--- src/rtl/pipe_skid_regs_pkg.sv ---
// Shared definitions for the pipe_skid_regs elastic register stage.
// The optional stall counter is enabled by defining PIPE_SKID_PERF_EN.
package pipe_skid_regs_pkg;

    typedef enum logic [1:0] {
        ST_EMPTY = 2'd0,
        ST_ONE   = 2'd1,
        ST_TWO   = 2'd2
    } skid_state_e;

    localparam int DEFAULT_LANES = 4;
    localparam int DEFAULT_WIDTH = 64;
    localparam int STALL_CNT_W   = 32;

    // MAIN is occupied, and therefore presented downstream, in ONE and TWO.
    function automatic logic main_occupied(skid_state_e s);
        return (s == ST_ONE) || (s == ST_TWO);
    endfunction

endpackage

--- src/rtl/pipe_skid_regs_if.sv ---
// Bundle handshake bundle for pipe_skid_regs: upstream push side, downstream pop side, flush.
interface pipe_skid_regs_if #(
    parameter int LANES = 4,
    parameter int WIDTH = 64
);
    logic                   clear;
    logic                   in_valid;
    logic                   in_ready;
    logic [LANES-1:0]       in_lane_valid;
    logic [LANES*WIDTH-1:0] in_data;
    logic                   out_valid;
    logic                   out_ready;
    logic [LANES-1:0]       out_lane_valid;
    logic [LANES*WIDTH-1:0] out_data;

    modport master (
        output clear, in_valid, in_lane_valid, in_data, out_ready,
        input  in_ready, out_valid, out_lane_valid, out_data
    );

    modport slave (
        input  clear, in_valid, in_lane_valid, in_data, out_ready,
        output in_ready, out_valid, out_lane_valid, out_data
    );
endinterface

--- src/rtl/pipe_skid_entry.sv ---
// One bundle register (lane-valid + payload) with load and clear; clear only zeroes lane-valid.
module pipe_skid_entry #(
    parameter int LANES = 4,
    parameter int WIDTH = 64
) (
    input  logic                   clock,
    input  logic                   reset,
    input  logic                   clear,
    input  logic                   load,
    input  logic [LANES-1:0]       lane_valid_d,
    input  logic [LANES*WIDTH-1:0] data_d,
    output logic [LANES-1:0]       lane_valid_q,
    output logic [LANES*WIDTH-1:0] data_q
);

    always_ff @(posedge clock) begin
        if (reset) begin
            lane_valid_q <= '0;
            data_q       <= '0;
        end else if (clear) begin
            lane_valid_q <= '0;
        end else if (load) begin
            lane_valid_q <= lane_valid_d;
            data_q       <= data_d;
        end
    end

endmodule

--- src/rtl/pipe_skid_regs.sv ---
// Two-entry elastic register (MAIN + SKID) for multi-lane bundles with registered in_ready.
// Define PIPE_SKID_PERF_EN to add the stall_cycles performance counter output.
//
// state    | meaning
// ST_EMPTY | no bundle held, out_valid low
// ST_ONE   | MAIN holds the presented bundle
// ST_TWO   | MAIN presented, SKID holds the next bundle, in_ready low
module pipe_skid_regs
    import pipe_skid_regs_pkg::*;
#(
    parameter int LANES = DEFAULT_LANES,
    parameter int WIDTH = DEFAULT_WIDTH
) (
    input  logic                   clock,
    input  logic                   reset,
    pipe_skid_regs_if.slave        bus
`ifdef PIPE_SKID_PERF_EN
    ,
    output logic [STALL_CNT_W-1:0] stall_cycles
`endif
);

    skid_state_e            state_q, state_d;
    logic                   in_ready_q;
    logic                   push, pop;
    logic                   main_load, main_clr, main_from_skid;
    logic                   skid_load, skid_clr;
    logic [LANES-1:0]       main_lv, skid_lv, main_lv_d;
    logic [LANES*WIDTH-1:0] main_data, skid_data, main_data_d;

    // An all-empty bundle is accepted but never stored.
    assign push = bus.in_valid && in_ready_q && (|bus.in_lane_valid);
    assign pop  = main_occupied(state_q) && bus.out_ready;

    always_comb begin
        state_d        = state_q;
        main_load      = 1'b0;
        main_clr       = 1'b0;
        main_from_skid = 1'b0;
        skid_load      = 1'b0;
        skid_clr       = 1'b0;
        if (bus.clear) begin
            state_d  = ST_EMPTY;
            main_clr = 1'b1;
            skid_clr = 1'b1;
        end else begin
            case (state_q)
                ST_EMPTY: begin
                    if (push) begin
                        state_d   = ST_ONE;
                        main_load = 1'b1;
                    end
                end
                ST_ONE: begin
                    if (push && pop) begin
                        main_load = 1'b1;
                    end else if (push) begin
                        state_d   = ST_TWO;
                        skid_load = 1'b1;
                    end else if (pop) begin
                        state_d  = ST_EMPTY;
                        main_clr = 1'b1;
                    end
                end
                ST_TWO: begin
                    if (pop) begin
                        state_d        = ST_ONE;
                        main_load      = 1'b1;
                        main_from_skid = 1'b1;
                        skid_clr       = 1'b1;
                    end
                end
                default: begin
                    state_d  = ST_EMPTY;
                    main_clr = 1'b1;
                    skid_clr = 1'b1;
                end
            endcase
        end
    end

    assign main_lv_d   = main_from_skid ? skid_lv   : bus.in_lane_valid;
    assign main_data_d = main_from_skid ? skid_data : bus.in_data;

    // in_ready is precomputed from the next state so it never sees out_ready combinationally.
    always_ff @(posedge clock) begin
        if (reset) begin
            state_q    <= ST_EMPTY;
            in_ready_q <= 1'b1;
        end else begin
            state_q    <= state_d;
            in_ready_q <= (state_d != ST_TWO);
        end
    end

    pipe_skid_entry #(.LANES(LANES), .WIDTH(WIDTH)) u_main (
        .clock        (clock),
        .reset        (reset),
        .clear        (main_clr),
        .load         (main_load),
        .lane_valid_d (main_lv_d),
        .data_d       (main_data_d),
        .lane_valid_q (main_lv),
        .data_q       (main_data)
    );

    pipe_skid_entry #(.LANES(LANES), .WIDTH(WIDTH)) u_skid (
        .clock        (clock),
        .reset        (reset),
        .clear        (skid_clr),
        .load         (skid_load),
        .lane_valid_d (bus.in_lane_valid),
        .data_d       (bus.in_data),
        .lane_valid_q (skid_lv),
        .data_q       (skid_data)
    );

    assign bus.in_ready       = in_ready_q;
    assign bus.out_valid      = main_occupied(state_q);
    assign bus.out_lane_valid = main_lv;
    assign bus.out_data       = main_data;

`ifdef PIPE_SKID_PERF_EN
    logic [STALL_CNT_W-1:0] stall_q;

    always_ff @(posedge clock) begin
        if (reset) begin
            stall_q <= '0;
        end else if (main_occupied(state_q) && !bus.out_ready) begin
            stall_q <= stall_q + 1'b1;
        end
    end

    assign stall_cycles = stall_q;
`endif

endmodule

--- src/flat_wrapper.sv ---
// flat-port wrapper written by rule: the top's interface ports become plain ports
module pipe_skid_regs_flat import pipe_skid_regs_pkg::*;
#(
    parameter int LANES = DEFAULT_LANES,
    parameter int WIDTH = DEFAULT_WIDTH
)
  (clock, reset, bus_clear, bus_in_valid, bus_in_lane_valid, bus_in_data, bus_out_ready, bus_in_ready, bus_out_valid, bus_out_lane_valid, bus_out_data);
  pipe_skid_regs_if #(.LANES(LANES), .WIDTH(WIDTH)) bus_i ();
  input  logic clock;
  input  logic reset;
  input wire logic [$bits(bus_i.clear)-1:0] bus_clear;
  input wire logic [$bits(bus_i.in_valid)-1:0] bus_in_valid;
  input wire logic [$bits(bus_i.in_lane_valid)-1:0] bus_in_lane_valid;
  input wire logic [$bits(bus_i.in_data)-1:0] bus_in_data;
  input wire logic [$bits(bus_i.out_ready)-1:0] bus_out_ready;
  output wire logic [$bits(bus_i.in_ready)-1:0] bus_in_ready;
  output wire logic [$bits(bus_i.out_valid)-1:0] bus_out_valid;
  output wire logic [$bits(bus_i.out_lane_valid)-1:0] bus_out_lane_valid;
  output wire logic [$bits(bus_i.out_data)-1:0] bus_out_data;
  assign bus_i.clear = bus_clear;
  assign bus_i.in_valid = bus_in_valid;
  assign bus_i.in_lane_valid = bus_in_lane_valid;
  assign bus_i.in_data = bus_in_data;
  assign bus_i.out_ready = bus_out_ready;
  assign bus_in_ready = bus_i.in_ready;
  assign bus_out_valid = bus_i.out_valid;
  assign bus_out_lane_valid = bus_i.out_lane_valid;
  assign bus_out_data = bus_i.out_data;
  pipe_skid_regs #(.LANES(LANES), .WIDTH(WIDTH)) u_core (.clock(clock), .reset(reset), .bus(bus_i));
endmodule
--- config.mk ---
export PLATFORM = sky130hd
export DESIGN_NAME = pipe_skid_regs_flat
export DESIGN_NICKNAME = d
export VERILOG_FILES = /design/src/rtl/pipe_skid_regs_pkg.sv /design/src/rtl/pipe_skid_regs_if.sv /design/src/rtl/pipe_skid_entry.sv /design/src/rtl/pipe_skid_regs.sv /design/src/flat_wrapper.sv
export SDC_FILE = /design/constraint.sdc
export NUM_CORES = 1
export LEC_CHECK = 0
export BUFFER_PORTS_ARGS = -buffer_cell sky130_fd_sc_hd__buf_2
export CORE_MARGIN = 2
export CORE_UTILIZATION = 30
export DETAILED_ROUTE_END_ITERATION = 12
export PLACE_DENSITY = 0.45
export SYNTH_ARGS = -nofsm -noshare
export SYNTH_HDL_FRONTEND = slang
export SYNTH_SLANG_ARGS = --single-unit
--- constraint.sdc ---
create_clock -name clock -period 4.4 [get_ports clock]
set_clock_uncertainty 0.15 [all_clocks]
set_input_delay 0.44 -clock clock [delete_from_list [all_inputs] [get_ports clock]]
set_output_delay 0.44 -clock clock [all_outputs]
set_load 0.05 [all_outputs]
== After elaboration in Yosys (flattened, before gate mapping) ==
Cells that the tools add are included.

* Logic and storage cells: 49
* Flip-flop bits (word level): 523
* Output and inout bits: 262

* Reductions and logical operators: 13
* Eq/ne operators: 3
* Mux-type cells: 25
* Bitwise operators: 2

{| class="wikitable"
|+ Operators with widths
! cell !! count
|-
| 2-to-1 mux 256 bit || 1
|-
| 2-to-1 mux 1 bit || 13
|-
| 2-to-1 mux 2 bit || 6
|-
| OR reduction 2 bit || 4
|-
| one-hot mux 2 bit (3 select lines) || 1
|-
| logical AND 1 bit || 4
|-
| 2-to-1 mux 4 bit || 1
|-
| one-hot mux 1 bit (2 select lines) || 2
|-
| AND reduction 2 bit || 2
|-
| OR reduction 4 bit || 1
|-
| one-hot mux 1 bit (3 select lines) || 1
|-
| equality test 2 x 1 -> 1 bit, second input constant || 1
|-
| equality test 2 bit, second input constant || 1
|-
| logical NOT 2 bit || 1
|-
| inequality test 2 bit, second input constant || 1
|-
| inverter 1 bit || 2
|-
| logical OR 1 bit || 1
|}

== Longest topological paths before layout ==
Gate-level depths: netlist of run 1.

* Depth after elaboration: 10
* Gate-level depth with buffers: 10

== By module ==
A second synthesis of run 1 with hierarchy kept.

* Cell total of the unflattened synthesis: 2686
* Area total of the unflattened synthesis: 27832.9 um^2

{| class="wikitable"
|+ By module, submodules not included
! module !! area each (um^2) !! times used !! cells an instance
|-
| pipe_skid_entry || 11787.6 || 2 || 1180
|-
| pipe_skid_regs || 4257.8 || 1 || 326
|}

== Least setup slack after synthesis of run 1 ==
No wires, ideal clock.

* Path kind: reg2reg
* Start point: register u_core.state_q[1]
* End point: register u_core.u_main.data_q[215]
* Library setup time: 0.146 ns
* Stages on the path, launching flop included: 10
* Data required time: 4.104 ns
* Arrival time: 2.306 ns
* Path slack: 1.798 ns
* Path buffers: 3
* Cell sequence: dfxtp_1 -> inv_1 -> ha_1 -> a31oi_1 -> o32ai_2 -> and2_1 -> clkbuf_1 -> buf_4 -> buf_6 -> a211oi_2

* Word-level cells in the longest chain between the ends: 10
* Elaborated cells between the ends (all ways): 20
* Classes of those cells: eq/ne: 2; mux: 11; bitwise: 1; reduce/logical: 6

{| class="wikitable"
|+ Ends and longest elaborated chain
! item !! RTL line !! text
|-
| from (decl) || pipe_skid_regs.sv:23 || <nowiki>skid_state_e state_q, state_d;</nowiki>
|-
| from (signal assigned) || pipe_skid_regs.sv:91 || <nowiki>state_q <= state_d;</nowiki>
|-
| equality test 2 x 1 -> 1 bit or equality test 2 bit (tied branches) || - ||
|-
| logical OR 1 bit * || - ||
|-
| net bus_out_valid || flat_wrapper.sv:17 || <nowiki>output wire logic [$bits(bus_i.out_valid)-1:0] bus_out_valid;</nowiki>
|-
| logical AND 1 bit * || pipe_skid_regs.sv:33 || <nowiki>assign pop = main_occupied(state_q) && bus.out_ready;</nowiki>
|-
| 2-to-1 mux 1 bit || pipe_skid_regs.sv:60, pipe_skid_regs.sv:66 ||
|-
| 2-to-1 mux 1 bit || pipe_skid_regs.sv:57 || <nowiki>end else if (push) begin</nowiki>
|-
| 2-to-1 mux 1 bit || pipe_skid_regs.sv:55 || <nowiki>if (push && pop) begin</nowiki>
|-
| one-hot mux 1 bit (2 select lines) || pipe_skid_regs.sv:47 || <nowiki>case (state_q)</nowiki>
|-
| 2-to-1 mux 1 bit || pipe_skid_regs.sv:42 || <nowiki>if (bus.clear) begin</nowiki>
|-
| inverter 1 bit (no line) || - ||
|-
| AND reduction 2 bit (no line) || - ||
|-
| to (signal assigned) || pipe_skid_entry.sv:24 || <nowiki>data_q <= data_d;</nowiki>
|-
| to (decl) || pipe_skid_entry.sv:13 || <nowiki>output logic [LANES*WIDTH-1:0] data_q</nowiki>
|}

The timed path passes the listed nets; every way through them passes the cells marked *.
A chain may end at the register's enable or synchronous reset.

== Worst setup path after layout of run 1 ==
* Start point: register u_core.state_q[0]
* End point: register u_core.u_main.data_q[11]

* Word-level cells in the longest chain between the ends: 10
* Elaborated cells between the ends (all ways): 20
* Classes of those cells: eq/ne: 2; mux: 11; bitwise: 1; reduce/logical: 6

{| class="wikitable"
|+ Ends and longest elaborated chain
! item !! RTL line !! text
|-
| equality test 2 x 1 -> 1 bit or equality test 2 bit (tied branches) || pipe_skid_regs_pkg.sv:17, pipe_skid_regs.sv:47 ||
|-
| logical OR 1 bit || pipe_skid_regs_pkg.sv:17 || <nowiki>return (s == ST_ONE) || (s == ST_TWO);</nowiki>
|-
| logical AND 1 bit || pipe_skid_regs.sv:33 ||
|-
| 2-to-1 mux 1 bit || pipe_skid_regs.sv:60, pipe_skid_regs.sv:66 ||
|-
| 2-to-1 mux 1 bit || pipe_skid_regs.sv:57 ||
|-
| 2-to-1 mux 1 bit || pipe_skid_regs.sv:55 ||
|-
| one-hot mux 1 bit (2 select lines) || pipe_skid_regs.sv:47 ||
|-
| 2-to-1 mux 1 bit || pipe_skid_regs.sv:42 ||
|-
| inverter 1 bit (no line) || - ||
|-
| AND reduction 2 bit (no line) || - ||
|}

Several ways; a longest one is shown, not always the timed one.

==> results of run 1 <==
==> cell usage after synthesis (all sizes together), types with 3 or more instances <==
| cell | instances | area (um^2) |
|---|---|---|
| ha | 5 | 62.6 |
| nand2b | 513 | 3210 |
| clkbuf | 154 | 578 |
| mux2i | 520 | 5200 |
| nand2 | 3 | 11.3 |
| dfxtp | 523 | 10500 |
| a211oi | 256 | 3120 |
| nor3 | 5 | 25.0 |
| o21ai | 3 | 15.0 |
| o211ai | 3 | 22.5 |
| buf | 76 | 674 |
| and3 | 5 | 31.3 |
| inv | 4 | 15.0 |
| nor2 | 8 | 30.0 |
| a21oi | 260 | 1300 |
| and2 | 3 | 18.8 |
==> logic make-up (layout without fill, tap and decap cells) <==
| family | count (synthesis) | after routing | share of synthesized area, % |
|---|---|---|---|
| AOI/OAI and AO/OA | 529 | 529 | 18.1 |
| adders and majority gates | 5 | 5 | 0.251 |
| buffers and inverters | 234 | 937 | 5.08 |
| DFF | 523 | 523 | 42.0 |
| muxes | 520 | 520 | 20.9 |
| other | 0 | 4 | 0 |
| and+or+nand+nor | 546 | 546 | 13.7 |
==> sequential cells by signal, summed over array words and instances (netlist names) <==
| name | cells |
|---|---|
| u_core.state_q | 2 |
| u_core.u_main.lane_valid_q | 4 |
| u_core.u_skid.data_q | 256 |
| u_core.bus.in_ready | 1 |
| u_core.u_skid.lane_valid_q | 4 |
| u_core.u_main.data_q | 256 |
==> worst register-to-register path, cell delays in order, from the launching register on <==
cell and delay [ps]:
dfxtp_1 360, ha_1 240, nor2_1 440, and2_4 660, and2_4 700, buf_4 570, a211oi_1 170
==> power groups by stage <==
stage               clock network [W]  registers, W  logic (W)
CTS                           0.00556       0.00510    0.00241
floorplan                           0       0.00583   0.000942
finish                        0.00537       0.00510    0.00237
global route                  0.00575       0.00512    0.00253
global placement                    0       0.00519    0.00218
detailed placement                  0       0.00520    0.00221
==> routing by layer <==
metal / vias to the layer above / routed length (um) / global-route usage, %
li1: 9615 / - / -
met1: 9494 / 33800 / 21.2
met2: 401 / 36400 / 29.5
met3: 128 / 4500 / 4.58
met4: 6 / 2330 / 6.19
met5: - / 38 / 0
==> metrics by stage <==
stage	power [W]	hold slack (ps)	area, um^2	std cells	setup slack [ps]
2_1_floorplan	0.00677	298	24900	2357	1800
3_3_place_gp	0.00737	307	28200	3753	984
3_5_place_dp	0.00740	312	28200	3753	916
4_1_cts	0.0131	44.1	32900	4130	902
5_1_grt	0.0134	68.4	32900	4134	733
6_report	0.0128	91.1	32900	4134	979
==> cell type report <==
| class | count | area share, % |
|---|---|---|
| diodes | 4 | 0.0304 |
| clock buffers | 101 | 5.73 |
| clock inverters | 16 | 0.719 |
| inverters | 4 | 0.0456 |
| multi-input cells | 1600 | 40.2 |
| flip-flops and latches | 523 | 31.8 |
| well taps | 1070 | 4.07 |
| repair buffers | 816 | 17.4 |
==> what timing repair did <==
item	CTS	global route
buffers inserted	0	0
hold buffers	260	0
endpoints found under the hold margin	260	0
==> path summary, 6_finish.rpt <==
| path | to | start | slack (ps) | cells past startpoint |
|---|---|---|---|---|
| max | u_core.u_main.data_q[11] | u_core.state_q[0] | 980 | 6 |
| max reg2reg | u_core.u_main.data_q[11] | u_core.state_q[0] | 980 | 6 |
| min | u_core.state_q[0] | bus_clear | 90 | 3 |
| min reg2reg | u_core.u_skid.data_q[148] | u_core.u_skid.data_q[148] | 320 | 2 |
==> summary.md, run 1 <==
| Metric | Value |
|---|---|
| Outcome | finished clean |
| CP bufs+invs | 1 |
| Commonest non-fill, non-tap cell in the layout | buf_2 |
| Cell Chain, Critical Path | ha_1 -> nor2_1 -> and2_4 -> and2_4 -> buf_4 -> a211oi_1 |
| Switch share | 30.4% |
| Die X | 292 um |
| Gp weighted congestion | 0.763 |
| Detailed Place HPWL | 48,100 um |
| Initial antenna violation count | 7 |
| Multi-input gate area | 13,200 um^2 |
| WP data arrival | 3720 ps |
| Max_slew headroom | 30.1% |
| Post-synth ARST share | 0% |
| CTS tree | built |
| Initial Util | 30.3% |
| Overflow after GRT | 0 |
| Clock power frac | 41.8% |
| Via count | 19,644 |
| Cell internal pwr | 0.00893 W |
| CP Data Required Time | 4700 ps |
| P per Cell Area | 390 nW/um^2 |
| Mapped cell area | 24,900 um^2 |
| Max clock buf depth | 3 |
| Synth cell types | 33 |
| Final max-slew violation count | 0 |
| Critical Path End Type | flop |
| CP max FO | 47 |
| Crit-path max cell delay | 690 ps |
| First-pass GRT wire length | 119,000 um |
| Clk Latency, worst-skew pair | 600 ps |
| Vias per cell | 4.75 |
| Logic gate share of total power | 18.5% |
| CTS root buf | clkbuf_16 |
| H-Tree Depth | 3 |
| DRC | 0 |
| Post-layout util | 40.0% |
| Peak supply drop | 0.282 mV |
| Unrepaired setup endpoints after global routing | no |
| Final hold vios | 0 |
| Worst slew pin tran | 1050 ps |
| Vias in the first global route | 20,287 |
| Largest net degree at the start of global routing | 133 |
| Post-route setup TNS | 0 ps |
| Yosys warns | 0 |
| Post-route ant nets | 0 |
| Final setup fails | 0 |
| Most used cell, CP | and2_4 |
| Register area | 10,500 um^2 |
| Nets@finish | 3,282 |
| Most frequent cells in the layout | 525 x buf_2, 523 x dfxtp_1, 520 x mux2i_1 |
| Sw Pwr | 0.00391 W |
| Core Area | 82,200 um^2 |
| Port bufs | 526 |
| Drt pass-1 iters | 4 |
| Synthesized flop and latch total | 523 |
| Initial DRC Count | 631 |
| Die H | 292 um |
| Worst min-delay path category | in -> reg |
| Synthesized Nets | 2,627 |
| Startpoint types | flop |
| Drt total wl | 77,000 um |
| Flop pwr share | 39.7% |
| # Max-Cap Violations | 0 |
| I/O pin cnt | 527 |
| Clock transition at path regs | 60 ps |
| Die area | 85,500 um^2 |
| Fillers | 8,059 |
| Post-synthesis area per instance | 10.6 um^2 |
| Seq/Total Area, Yosys | 42.0% |
| FP Rows | 105 |
| Fmax | 292 MHz |
| Cell count after synthesis | 2,357 |
| Main synth FF type | dfxtp_1 |
| Total CTS buffers | 67 |
| CTS Sinks | 523 |
| Wire per inst | 18.6 um |
| Fin crit share | 77.8% |
| Worst path top cell family by delay | simple AND/OR/NAND/NOR gates |
| Number of flops mapped to enable cells by yosys | 0 |
| Crit path time final | 3420 ps |
| Leak | 14.0 nW |
| Tot GR Track Use | 17.4% |
| Layout area overhead | 31.8% |
| Post-CTS sizing | 0 |
| CP max stage cell | and2_4 |
| CP Class | reg -> reg |
| Layout cell share with drive strength beyond 1 | 29.2% |
(Power assumes the default switching activity.)
==> run 2, diff against run 1 <==
clock period = 3.32 ns   (was 4.4 ns; I/O delays follow)
==> run 2 against run 1 <==
Net effect: sequential share of layout area fell by 0.43 points; power rose by 34%; cell count rose by 0.70%; global-route usage rose by 0.20 points; core utilization rose by 0.54 points; highest routed layer unchanged; setup slack got worse by 500 ps; hold slack improved by 20 ps; non-clock buffer count rose by 29.
==> summary.md, run 2 (synthesis results as in run 1) <==
| Metric | Value |
|---|---|
| Switch share | 30.0% (-0.42 points) |
| Fmax | 351 MHz (+20%) |
| R2R Path End | u_core.u_main.data_q[133] |
| Outcome | finished clean |
| Hold_buf cts | 261 (+0.38%) |
| Worst slew pin tran | 885 ps (-163 ps) |
| Post-CTS sizing | 0 (unchanged) |
| CTS Sinks | 523 (unchanged) |
| Largest net degree at the start of global routing | 136 (+2.3%) |
| Core Area | 82,200 um^2 (unchanged) |
| Worst path top cell family by delay | buffers and inverters |
| Final max-slew violation count | 0 (unchanged) |
| Startpoint types | flop |
| # Max-Cap Violations | 0 (unchanged) |
| Levels on crit path | 8 (+2) |
| Biggest regs | u_core.u_main.data_q (256), u_core.u_skid.data_q (256) |
| Max clock buf depth | 3 (unchanged) |
| P per Cell Area | 515 nW/um^2 (+32%) |
| Die X | 292 um (unchanged) |
| CP Data Required Time | 3680 ps (-1020 ps) |
| Leak | 14.3 nW (+1.7%) |
| Vias per cell | 4.77 (+0.29%) |
| FP Rows | 105 (unchanged) |
| Final hold vios | 0 (unchanged) |
| Drt total wl | 77,500 um (+0.65%) |
| Worst min-delay path category | in -> reg |
| CP max stage cell | dfxtp_1 |
| CTS tree | built |
| Worst reg-to-reg path cell count | 8 (+2) |
| Gp weighted congestion | 0.783 (+2.6%) |
| Flop pwr share | 39.3% (-0.4 points) |
| Initial DRC Count | 768 (+22%) |
| Setup crit end | u_core.u_main.data_q[133] |
| Flop-to-flop setup slack | 470 ps (-500 ps) |
| WP data arrival | 3210 ps (-510 ps) |
| Post-route setup TNS | 0 ps (unchanged) |
| Fin crit share | 85.7% (+8.0 points) |
| Wire per inst | 18.6 um (about the same) |
| Post-route ant nets | 0 (unchanged) |
| Clk Latency, worst-skew pair | 590 ps (about the same) |
| Nets@finish | 3,311 (+0.88%) |
| Final setup fails | 0 (unchanged) |
| Post-Layout Inst Area | 33,300 um^2 (+1.4%) |
| Clock transition at path regs | 60 ps (about the same) |
| Via count | 19,840 (+1.0%) |
| Fillers | 8,114 (+0.68%) |
| H-Tree Depth | 3 (unchanged) |
| Initial antenna violation count | 4 (-3) |
| Critical Path End Type | flop |
| Overflow after GRT | 0 (unchanged) |
| Die area | 85,500 um^2 (unchanged) |
| Crit-path max cell delay | 430 ps (-260 ps) |
| Peak supply drop | 0.284 mV (+0.61%) |
| Clock power frac | 42.0% (+0.2 points) |
| CP Launch Point | u_core.state_q[1] |
| Total CTS buffers | 67 (unchanged) |
| Layout area overhead | 33.6% |
| Detailed Place HPWL | 49,900 um (+3.7%) |
| Vias in the first global route | 20,885 (+2.9%) |
| Unrepaired setup endpoints after global routing | no |
| Post-DP Area | 28,500 um^2 (+1.3%) |
| Max_slew headroom | 41.0% (+11 points) |
| Commonest non-fill, non-tap cell in the layout | buf_2 |
| CTS root buf | clkbuf_16 |
| First-pass GRT wire length | 120,000 um (+1.5%) |
| Drt pass-1 iters | 4 (unchanged) |
| Crit path time final | 2850 ps (-576 ps) |
| Reg2reg start | u_core.state_q[1] |
| Most frequent cells in the layout | 525 x buf_2, 523 x dfxtp_1, 520 x mux2i_1 |
| Hold depth | 2 (-1) |
| DRC | 0 (unchanged) |
| Setup Fix Bufs, Post-CTS | 0 (unchanged) |
| Sw Pwr | 0.00515 W (+32%) |
| CP bufs+invs | 3 (+2) |
| Die H | 292 um (unchanged) |
| CP max FO | 84 (+79%) |
| Logic gate share of total power | 18.7% (+0.2 points) |
| I/O pin cnt | 527 (unchanged) |
| Port bufs | 526 (unchanged) |
| CP Class | reg -> reg |
| Tot GR Track Use | 17.6% (+0.20 points) |
| Cell Chain, Critical Path | inv_1 -> ha_1 -> a31oi_1 -> o32ai_4 -> buf_12 -> buf_12 -> a21oi_1 -> a211oi_2 |
| Layout cell share with drive strength beyond 1 | 30.2% (+0.98 points) |
| Initial Util | 30.3% (unchanged) |
| Most used cell, CP | buf_12 |
| Cell internal pwr | 0.0120 W (+34%) |
[run 2: changes by cell type in the layout (fill, tap and decap cells not counted), moves of 2 or more]
cell,change
clkinv_8,+2
buf_4,+15
clkbuf_1,-10
buf_12,+13
inv_16,-2
bufinv_16,-2
clkbuf_8,+13
[run 2: worst min-delay path by stage]
stage,to,start,slack [ps]
3_5_place_dp,u_core.u_skid.data_q[207],u_core.u_skid.data_q[207],310
5_1_grt,u_core.u_main.data_q[113],reset,130
6_report,u_core.u_main.data_q[113],reset,110
2_1_floorplan,u_core.u_skid.data_q[0],u_core.u_skid.data_q[0],300
3_3_place_gp,u_core.u_skid.data_q[110],u_core.u_skid.data_q[110],310
4_1_cts,u_core.bus.in_ready,bus_out_ready,70
[run 2: worst register-to-register path, cell delays in order (launching register included)]
cell	delay, ps
dfxtp_1	430
inv_1	120
ha_1	350
a31oi_1	160
o32ai_4	290
buf_12	420
buf_12	470
a21oi_1	160
a211oi_2	230
[run 2: per-layer routing]
metal  part of all wire (%)  global-route usage [%]  vias to the layer above
li1                       -                       -                     9701
met1                     45                    21.9                     9636
met2                     48                    30.1                      403
met3                    5.2                    4.00                       96
met4                    2.3                    5.27                        4
met5                  0.031                       0                        -
[run 2: metrics by stage]
| step | hold WS, ps | worst slack (ps) | power (W) | utilization, % | instances |
|---|---|---|---|---|---|
| after global placement | 306 | 511 | 0.00981 | 34.7 | 3781 |
| final | 111 | 474 | 0.0172 | 40.5 | 4163 |
| after detailed placement | 310 | 441 | 0.00986 | 34.7 | 3781 |
| after CTS | 69.3 | 427 | 0.0174 | 40.5 | 4160 |
| after global routing | 129 | 252 | 0.0179 | 40.5 | 4162 |
| after floorplan | 298 | 718 | 0.00897 | - | 2357 |
[run 2: cell type report]
class	instances	area, um^2	share of cell area, %
clock buffer	105	2050	6.15
sequential	523	10500	31.4
antenna	3	7.51	0.0225
multi-input combinational	1600	13200	39.7
tap	1070	1340	4.02
clock inverter	13	138	0.413
timing repair buffer	845	6090	18.3
inverter	4	15.0	0.0450
[run 2: power by group through the flow]
stage               combinational, W  clock [W]  sequential [W]
finish                       0.00321    0.00721         0.00675
global route                 0.00342    0.00771         0.00678
CTS                          0.00325    0.00746         0.00674
detailed placement           0.00298          0         0.00688
global placement             0.00294          0         0.00687
floorplan                    0.00125          0         0.00772
==> run 3, diff against run 2 <==
clock period = 3.6 ns   (was 3.32 ns; I/O delays follow)
==> run 3 against run 2 <==
Net effect: fmax down 3.8%; hold slack better by 2.8 ps; critical path depth unchanged; via count down 1.1%; critical path type unchanged; critical endpoint is now u_core.u_skid.data_q[167]; largest cell class unchanged; highest routed layer unchanged.
==> summary.md, run 3 (synthesis results as in run 1) <==
| Metric | Value |
|---|---|
| Peak supply drop | 0.337 mV (+19%) |
| WP data arrival | 3340 ps (+130 ps) |
| Final setup fails | 0 (unchanged) |
| Initial Util | 30.3% (unchanged) |
| Vias per cell | 4.75 (-0.40%) |
| Clock transition at path regs | 60 ps (about the same) |
| Leak | 14.0 nW (-1.7%) |
| H-Tree Depth | 2 (-1) |
| Unrepaired setup endpoints after global routing | no |
| Via count | 19,614 (-1.1%) |
| Die area | 85,500 um^2 (unchanged) |
| Met2 usage | 30.0% (-0.16 points) |
| CP max FO | 49 (-42%) |
| P per Cell Area | 464 nW/um^2 (-9.9%) |
| Largest net degree at the start of global routing | 140 (+2.9%) |
| Layout area overhead | 31.7% |
| Drt pass-1 iters | 4 (unchanged) |
| Worst slew pin tran | 986 ps (+101 ps) |
| Cell Chain, Critical Path | inv_1 -> ha_1 -> and2_1 -> nor4_4 -> and3b_4 -> buf_12 -> buf_4 -> mux2i_1 |
| Drt total wl | 76,400 um (-1.5%) |
| Fin crit share | 82.2% (-3.5 points) |
| Total CTS buffers | 61 (-9.0%) |
| Tot GR Track Use | 17.3% (-0.30 points) |
| I/O pin cnt | 527 (unchanged) |
| FP Rows | 105 (unchanged) |
| Outcome | finished clean |
| Commonest non-fill, non-tap cell in the layout | buf_2 |
| Max clock buf depth | 3 (unchanged) |
| Max_slew headroom | 34.3% (-6.7 points) |
| CTS Sinks | 523 (unchanged) |
| Nets@finish | 3,287 (-0.72%) |
| Crit path time final | 2960 ps (+113 ps) |
| CP Data Required Time | 3980 ps (+300 ps) |
| Finished Layout Cells | 4,132 (-0.74%) |
| Initial DRC Count | 613 (-20%) |
| Final hold vios | 0 (unchanged) |
| Most Crowded Layer GR | met2 |
| Core Area | 82,200 um^2 (unchanged) |
| Wire per inst | 18.5 um (-0.76%) |
| Startpoint types | flop |
| Fmax | 338 MHz (-3.8%) |
| Biggest regs | u_core.u_main.data_q (256), u_core.u_skid.data_q (256) |
| CP max stage cell | dfxtp_1 |
| Final max-slew violation count | 0 (unchanged) |
| Die H | 292 um (unchanged) |
| Vias in the first global route | 20,580 (-1.5%) |
| Gp weighted congestion | 0.781 (-0.22%) |
| CTS tree | built |
| Most frequent cells in the layout | 525 x buf_2, 523 x dfxtp_1, 520 x mux2i_1 |
| DRC | 0 (unchanged) |
| Detailed Place HPWL | 47,900 um (-3.9%) |
| Die X | 292 um (unchanged) |
| Met3 usage | 4.33% (+0.33 points) |
| Post-layout util | 39.9% (-0.60 points) |
| CP Class | reg -> reg |
| Clk Latency, worst-skew pair | 610 ps (+20 ps) |
| Post-route setup TNS | 0 ps (unchanged) |
| Setup Fix Bufs, Post-CTS | 0 (unchanged) |
| CTS root buf | clkbuf_16 |
| Layout cell share with drive strength beyond 1 | 29.5% (-0.67 points) |
| Worst min-delay path category | in -> reg |
| Initial antenna violation count | 5 (+1) |
| Overflow after GRT | 0 (unchanged) |
| # Max-Cap Violations | 0 (unchanged) |
| Port bufs | 526 (unchanged) |
| Critical Path End Type | flop |
| Met1 Use GR | 20.9% (-1.0 points) |
| Post-CTS sizing | 0 (unchanged) |
| Dpl cells | 3,763 (-0.48%) |
| Crit-path max cell delay | 440 ps (about the same) |
| First-pass GRT wire length | 119,000 um (-1.6%) |
| Post-route ant nets | 0 (unchanged) |
[run 3: cell count changes in the layout (fill, tap and decap cells not counted)]
cell	change
clkinvlp_4	-1
clkinv_4	+2
clkinv_8	-3
buf_4	-9
clkbuf_8	-4
clkbuf_16	-7
clkbuf_1	-1
bufinv_16	+1
buf_12	-9
[run 3: what timing repair did]
item | CTS | global route
setup endpoints to repair | 0 | 0
hold endpoints to repair | 508 | 0
hold buffers | 261 | 0
[run 3: metal layers]
layer | up-vias | wire [um]
li1 | 9629 | -
met3 | 114 | 4300
met2 | 390 | 36600
met1 | 9477 | 33100
met5 | - | 22
met4 | 4 | 2350
[run 3: area by class of cell]
type	instances	area (um^2)
Antenna cell	3	7.51
Clock buffer	93	1820
Clock inverter	12	129
Fill cell	8076	49400
Inverter	4	15.0
Multi-Input combinational cell	1600	13200
Sequential cell	523	10500
Tap cell	1070	1340
Timing Repair Buffer	827	5840
[run 3: through the flow]
stage               power (W)  setup slack [ps]  area, um^2  hold WS, ps
global route           0.0159               459       32800          102
CTS                    0.0155               660       32800         71.4
detailed placement    0.00905               693       28300          312
finish                 0.0152               641       32800          114
floorplan             0.00828               998       24900          298
global placement      0.00901               753       28300          307
[run 3: final timing paths]
path,from,endpoint,slack (ps),cells past startpoint
max,u_core.state_q[0],u_core.u_skid.data_q[167],640,8
min,reset,u_core.u_main.data_q[164],110,2
max reg2reg,u_core.state_q[0],u_core.u_skid.data_q[167],640,8
min reg2reg,u_core.u_skid.data_q[211],u_core.u_skid.data_q[211],320,2
[run 3: worst max-delay path, delay by kind of cell, from the launching register on]
kind / cells / cell delay [ps]
fa+ha+maj: 1 / 360
buf+inv: 3 / 780
flops: 1 / 440
mux: 1 / 250
simple gates: 3 / 870
[run 3: where the power goes]
group | switching [W] | total [W] | internal, W
sequential | 0.000147 | 0.00621 | 0.00607
combinational | 0.00193 | 0.00292 | 0.000992
clock | 0.00252 | 0.00610 | 0.00358
